<file path="config.mk">
export PLATFORM = sky130hd
export DESIGN_NAME = lut_neuron_scanner
export DESIGN_NICKNAME = d
export VERILOG_FILES = /design/src/rtl/lut_neuron_scanner.sv
export SDC_FILE = /design/constraint.sdc
export NUM_CORES = 1
export LEC_CHECK = 0
export CAP_MARGIN = 40
export CORE_MARGIN = 8
export CORE_UTILIZATION = 30
export CTS_BUF_LIST = sky130_fd_sc_hd__clkbuf_4 sky130_fd_sc_hd__clkbuf_8
export CTS_CLUSTER_DIAMETER = 60
export DETAILED_ROUTE_END_ITERATION = 12
export PLACE_DENSITY_LB_ADDON = 0.25
export SETUP_SLACK_MARGIN = 0.02
export SLEW_MARGIN = 20
export SYNTH_ARGS = -nofsm -noshare
export SYNTH_HDL_FRONTEND = slang
export SYNTH_SLANG_ARGS = --single-unit
export TNS_END_PERCENT = 10
</file>
<file path="constraint.sdc">
create_clock -name clk -period 2.5 [get_ports clk]
set_clock_uncertainty 0.15 [all_clocks]
set_input_delay 0.375 -clock clk [delete_from_list [all_inputs] [get_ports clk]]
set_output_delay 0.375 -clock clk [all_outputs]
set_load 0.02 [all_outputs]
</file>
<file path="src/rtl/lut_neuron_scanner.sv">
// lut_neuron_scanner: sweeps every input code of one LUT neuron and streams its truth table as packed words
module lut_neuron_scanner #(
  parameter int IN_BITS = 8,
  parameter int WORD_W  = 32,
  parameter int SETTLE  = 1
) (
  input  logic               clk,
  input  logic               rst_n,
  input  logic               start,
  output logic               busy,
  output logic               done,
  output logic [IN_BITS-1:0] lut_in,
  input  logic               lut_out,
  output logic [WORD_W-1:0]  m_data,
  output logic               m_valid,
  input  logic               m_ready,
  output logic               m_last
);
  localparam int NWORDS = (1 << IN_BITS) / WORD_W;
  localparam int BW = $clog2(WORD_W);
  localparam int CW = $clog2(SETTLE + 1);
  typedef enum logic [1:0] {IDLE, DRIVE, EMIT, DONE} state_t;
  state_t state, state_n;
  logic [IN_BITS-1:0] addr;
  logic [IN_BITS-1:0] widx;
  logic [CW-1:0] cnt;
  logic sample, full, last_w;
  assign sample = state == DRIVE && cnt == CW'(SETTLE - 1);
  assign full = sample && addr[BW-1:0] == {BW{1'b1}};
  assign last_w = widx == IN_BITS'(NWORDS - 1);
  assign lut_in = addr;
  // next state: sweep codes, hold each finished word until accepted, pulse done after the last one
  always_comb begin
    state_n = state;
    unique case (state)
      IDLE:    state_n = start ? DRIVE : IDLE;
      DRIVE:   state_n = full ? EMIT : DRIVE;
      EMIT:    state_n = m_ready ? (last_w ? DONE : DRIVE) : EMIT;
      default: state_n = IDLE;
    endcase
  end
  // state, counters, word assembly and registered status outputs
  always_ff @(posedge clk or negedge rst_n) begin
    if (!rst_n) begin
      state   <= IDLE;
      addr    <= '0;
      widx    <= '0;
      cnt     <= '0;
      m_data  <= '0;
      busy    <= 1'b0;
      done    <= 1'b0;
      m_valid <= 1'b0;
      m_last  <= 1'b0;
    end else begin
      state   <= state_n;
      busy    <= state_n == DRIVE || state_n == EMIT;
      done    <= state_n == DONE;
      m_valid <= state_n == EMIT;
      m_last  <= state_n == EMIT && last_w;
      if (state == IDLE && start) begin
        addr   <= '0;
        widx   <= '0;
        cnt    <= '0;
        m_data <= '0;
      end
      if (sample) begin
        m_data[addr[BW-1:0]] <= lut_out;
        addr <= addr + 1'b1;
        cnt  <= '0;
      end else if (state == DRIVE) begin
        cnt <= cnt + 1'b1;
      end
      if (state == EMIT && m_ready && !last_w) begin
        widx <= widx + 1'b1;
        cnt  <= '0;
      end
    end
  end
endmodule

</file>
# ---- Yosys cells after proc, flatten, opt, wreduce, memory -nomap -nowiden
# Cells that the tools add are included.
dict set report totals {
  ff_bits 55
  inputBits 5
  out_inout_bits 44
  elab_cells 52
}
dict set report classes {
  addsub 3
  order_cmp 2
  n_eq_ne 7
  mux 17
  n_bitwise 1
  reduce_logical 13
}
# operator count
set ops {}
lappend ops {{$mux W32} 2}
lappend ops {{$bwmux W32} 1}
lappend ops {{$mux W8} 3}
lappend ops {{$add A8 B1 Y8 const B} 2}
lappend ops {{$eq A8 B3 Y1 const B} 1}
lappend ops {{$logic_and A1 B1 Y1} 7}
lappend ops {{$eq A2 B2 Y1 const B} 3}
lappend ops {{$lt A5 B6 Y1 const B} 1}
lappend ops {{$mux W1} 6}
lappend ops {{$mux W2} 3}
lappend ops {{$pmux W2 S3} 1}
lappend ops {{$demux W1 S5} 1}
lappend ops {{$eq A5 B5 Y1 const B} 1}
lappend ops {{$ge A5 B1 Y1 const B} 1}
lappend ops {{$eq A2 B1 Y1 const B} 2}
lappend ops {{$reduce_bool A2 Y1} 2}
lappend ops {{$reduce_bool A4 Y1} 1}
lappend ops {{$logic_not A2 Y1} 1}
lappend ops {{$add A1 B1 Y1 const B} 1}
lappend ops {{$logic_not A1 Y1} 1}
lappend ops {{$logic_or A1 B1 Y1} 1}
lappend ops {{$not A1 Y1} 1}

# ---- Longest topological paths before layout
dict set report logic_depth {
  ltp_word 7
  ltp_mapped 9
  mapped_depth_nobuf 8
}

# ---- Worst setup path after synthesis
# Ideal clock, no wire load.
dict set report synth_timing {
  kind {register to register}
  start {reg addr[2] (netlist: lut_in[2])}
  end {reg done}
  setup_ns 0.121
  t_arrival_ns 1.867
  required_time_ns 2.229
  path_slack_ns 0.362
  stages_incl_launch_ff 8
  path_buffers 2
  synth_period_minus_slack_ns 2.138
  path_cell_list {dfrtp_1 clkbuf_1 clkbuf_1 and3_1 ha_1 nor2_1 or3_1 ha_1}
}
dict set report synth_between {
  elab_chain_len 5
}
# element line_no
set synth_lines {}
lappend synth_lines {{start: declaration} 24} ;# logic [IN_BITS-1:0] addr;
lappend synth_lines {{start signal: assignment} 68} ;# addr <= addr + 1'b1;
lappend synth_lines {{$eq A5 B5 Y1} 29} ;# assign full = sample && addr[BW-1:0] == {BW{1'b1}};
lappend synth_lines {{$logic_and A1 B1 Y1} 29}
lappend synth_lines {{$mux W2} 37} ;# DRIVE: state_n = full ? EMIT : DRIVE;
lappend synth_lines {{$pmux W2 S3} 35} ;# unique case (state)
lappend synth_lines {{via state_n[0]} 23} ;# state_t state, state_n;
lappend synth_lines {{$eq A2 B2 Y1} 57} ;# done <= state_n == DONE;
lappend synth_lines {{end signal: assignment} 51} ;# done <= 1'b0;
lappend synth_lines {{end signal: assignment} 57}
lappend synth_lines {{end: declaration} 11} ;# output logic done,
# The timed path passes the listed nets, and every way through them passes these cells.
# A chain may end at the register's enable or synchronous reset.

# ---- Worst setup path after layout
dict set report layout_timing {
  start {reg addr[4] (netlist: lut_in[4])}
  end {out lut_in[4]}
}
# element line_no
set layout_rtl {}
lappend layout_rtl {{end: declaration} 12} ;# output logic [IN_BITS-1:0] lut_in,
# No word-level cell between the ends.

==> results.sh <==
export IMPL_status="finished, final reports clean"
export IMPL_worstHoldPathType="input pin to asynchronous set/reset pin"
export IMPL_ir_drop_mv=0.302
export IMPL_finalNetCount=338
export IMPL_cp_data_arrival_time_ns=1.69
export IMPL_yosys_warnings=0
export IMPL_regToRegStartpoint="widx[5]$_DFFE_PN0P_"
export IMPL_drcViolationCount=0
export IMPL_cts_path_max_buffers=2
export IMPL_grt_setup_unrepaired="false"
export IMPL_critical_path_class="register to output pin"
export IMPL_crit_path_end="lut_in[4]"
export IMPL_synth_async_reset_ratio_pct=100
export IMPL_clock_sinks=54
export IMPL_cts_htree_levels=2
export IMPL_clock_tree_root_cell="clkbuf_8"
export IMPL_worst_reg2reg_setup_slack_ns=0.29
export IMPL_timing_hold_violations_final=0
export IMPL_synth_cell_types=38
export IMPL_timing_critical_path_max_delay_family="buffers and inverters"
export IMPL_die_area_um2=12000
export IMPL_viasPerCell=5.04
export IMPL_clk_transition_reported_paths_ns=0.11
export IMPL_gpl_final_weighted_congestion=0.795
export IMPL_dpl_hpwl_um=4960
export IMPL_dp_cells=425
export IMPL_grt_pass1_wl_um=11500
export IMPL_routed_wire_length_per_instance_um=16.2
export IMPL_overflow=0
export IMPL_synthToLayoutAreaGrowth_pct=28.5
export IMPL_timing_final_crit_period_ns=2.21
export IMPL_fin_tns_setup_ns=0
export IMPL_synth_top_area_cell="dfrtp_1"
export IMPL_std_cell_rows=34
export IMPL_crit_path_cell_trace="clkdlybuf4s50_1"
export IMPL_syn_num_nets=291
export IMPL_met3_usage_pct=3.17
export IMPL_timing_worst_slew_pin_value_ns=0.502
export IMPL_grt_busiest_layer="met2"
export IMPL_worst_path_max_fanout=16
export IMPL_clock_fmax_mhz=452
export IMPL_grt_start_max_net_pins=44
export IMPL_post_synthesis_cell_area_um2=2620
export IMPL_synth_avg_cell_area_um2=9.43
export IMPL_ys_top_cells_by_area="dfrtp_1, o211ai_1, nand3_1, nand2_1, ha_1"
export IMPL_crit_buf_inv=1
export IMPL_num_io_pins=49
export IMPL_antenna_violations_before_repair=0
export IMPL_setup_worst_path_end_class="output pin"
export IMPL_reg2reg_depth=7
export IMPL_via_count=2187
export IMPL_layout_worst_path_cycle_share_pct=88.5
export IMPL_tritoncts="yes"
export IMPL_power_density_cell_area_nw_per_um2=1120
export IMPL_port_buffers=48
export IMPL_floorplan_initialDensity_pct=30.5
export IMPL_synth_cells=278
export IMPL_proportion_of_synthesized_chip_area_in_sequential_cells_pct=51.5
export IMPL_drt_total_wl_um=7020
export IMPL_worst_endpoint_required_ns=1.98
export IMPL_finalMaxSlewViolations=0
export IMPL_die_w_um=109
export IMPL_number_of_enable_flip_flop_cells_after_synthesis=0
export IMPL_detailedRoute_firstPassIterationCount=4
export IMPL_num_antenna_cells=0
export IMPL_route_antenna_remaining_nets=0
export IMPL_reg2reg_to="m_last$_DFF_PN0_"
export IMPL_cp_num_cells=1
export IMPL_most_used_dff_post_synth="dfrtp_1"
export IMPL_chipHeight_um=109
export IMPL_worstSetupStartpoint="lut_in[4]$_DFFE_PN0P_"
export IMPL_max_capacitance_violation_count=0
export IMPL_hold_ws_ns=0.328
export IMPL_gr_usage_met2_pct=19.4
export IMPL_drive_gt1_share_pct=8.28
export IMPL_crit_path_start_kind="register"
export IMPL_cts_inserted_buffers=5
export IMPL_yosysMostFrequentCell="dfrtp_1"
export IMPL_cts_post_setup_buffers_inserted=0
export IMPL_leakage_power_summed_over_all_cells_nw=1.54
export IMPL_synth_seq_cells=54
export IMPL_gr_usage_met1_pct=15.4
export IMPL_synth_top_cell_area_share_pct=51.5
export IMPL_grt_usage_pct=12.1
export IMPL_clkLatencyLatePin_ns=0.31
export IMPL_first_global_vias=2217
export IMPL_critical_path_max_stage_delay_ns=0.71
export IMPL_critical_path_slowest_cell="clkdlybuf4s50_1"
export IMPL_synth_top_cells_by_count="dfrtp_1, nand2_1, nand3_1, o211ai_1, clkbuf_1"
export IMPL_slew_headroom_pct=66.4
export IMPL_drt_iter0_drc=96
export IMPL_finalSetupViolations=0
export IMPL_stdcell_count=434
export IMPL_core_area_um2=8590
-- report_power, final --
part           internal, W  switching (W)
clock             0.000306       0.000313
sequential         0.00113       0.000221
combinational     0.000733        0.00107
-- layer usage --
layer / vias to the layer above / wire [um]
met5: - / 0
met4: 0 / 96
met3: 6 / 595
met2: 75 / 3170
met1: 1020 / 3160
li1: 1086 / -
-- registers in the layout, summed over array words and instances (netlist names) --
signal	count
widx	8
m_data	32
done	1
lut_in	8
busy	1
m_last	1
state	2
m_valid	1
-- logic make-up after synthesis --
group	count (synthesis)	synth area share (%)
flip-flops	54	51.5
AND/OR/NAND/NOR	137	25.5
buffers and inverters	24	3.44
AO/OA/AOI/OAI	51	14.4
multiplexers	1	0.382
XOR/XNOR	3	1.00
adder cells (fa/ha/maj)	8	3.82
-- through the flow --
| stage | worst slack [ns] | utilization [%] | power [W] | cell area (um^2) |
|---|---|---|---|---|
| 2_1_floorplan | 0.362 | - | 0.00234 | 2620 |
| 3_3_place_gp | 0.332 | 37.7 | 0.00317 | 3240 |
| 3_5_place_dp | 0.293 | 37.7 | 0.00320 | 3240 |
| 4_1_cts | 0.266 | 39.2 | 0.00382 | 3370 |
| 5_1_grt | 0.178 | 39.2 | 0.00403 | 3370 |
| 6_report | 0.287 | 39.2 | 0.00377 | 3370 |
-- worst min path at each step --
stage,cells after the start,endpoint,slack [ns]
after floorplan,0,busy$_DFF_PN0_,-0.07
after global placement,1,m_data[6]$_DFF_PN0_,0.12
after detailed placement,1,m_data[6]$_DFF_PN0_,0.13
after CTS,1,lut_in[7]$_DFFE_PN0P_,0.34
after global routing,1,lut_in[7]$_DFFE_PN0P_,0.36
final,2,lut_in[0]$_DFFE_PN0P_,0.33
-- timing repair --
item,CTS,global route
setup endpoints to repair,0,0
endpoints found under the hold margin,11,0
hold buffers,1,0
resized for setup,0,0
-- final cells by class --
type / instances / area, um^2
clock buffers: 5 / 68.8
clock inverters: 3 / 48.8
fillers: 871 / 5220
inverters: 7 / 26.3
multi-input cells: 200 / 1180
flip-flops and latches: 54 / 1350
well taps: 108 / 135
repair buffers: 57 / 558
-- cells in the final DEF, fill, tap and decap left out, drive strengths merged, types with 2 or more instances in the layout --
cell type and instances:
a21oi 2, nand2 50, xnor2 3, and3 4
clkdlybuf4s50 47, and3b 2, nor3 5, clkbuf 5
inv 8, nand3b 2, ha 8, or2 4
and2 7, nand3 43, o211ai 31, or3 3
a211o 2, o31ai 2, nand2b 2, buf 9
dfrtp 54, o21ai 8, nor2 10
Note: power is estimated with default switching activity, not from simulation.
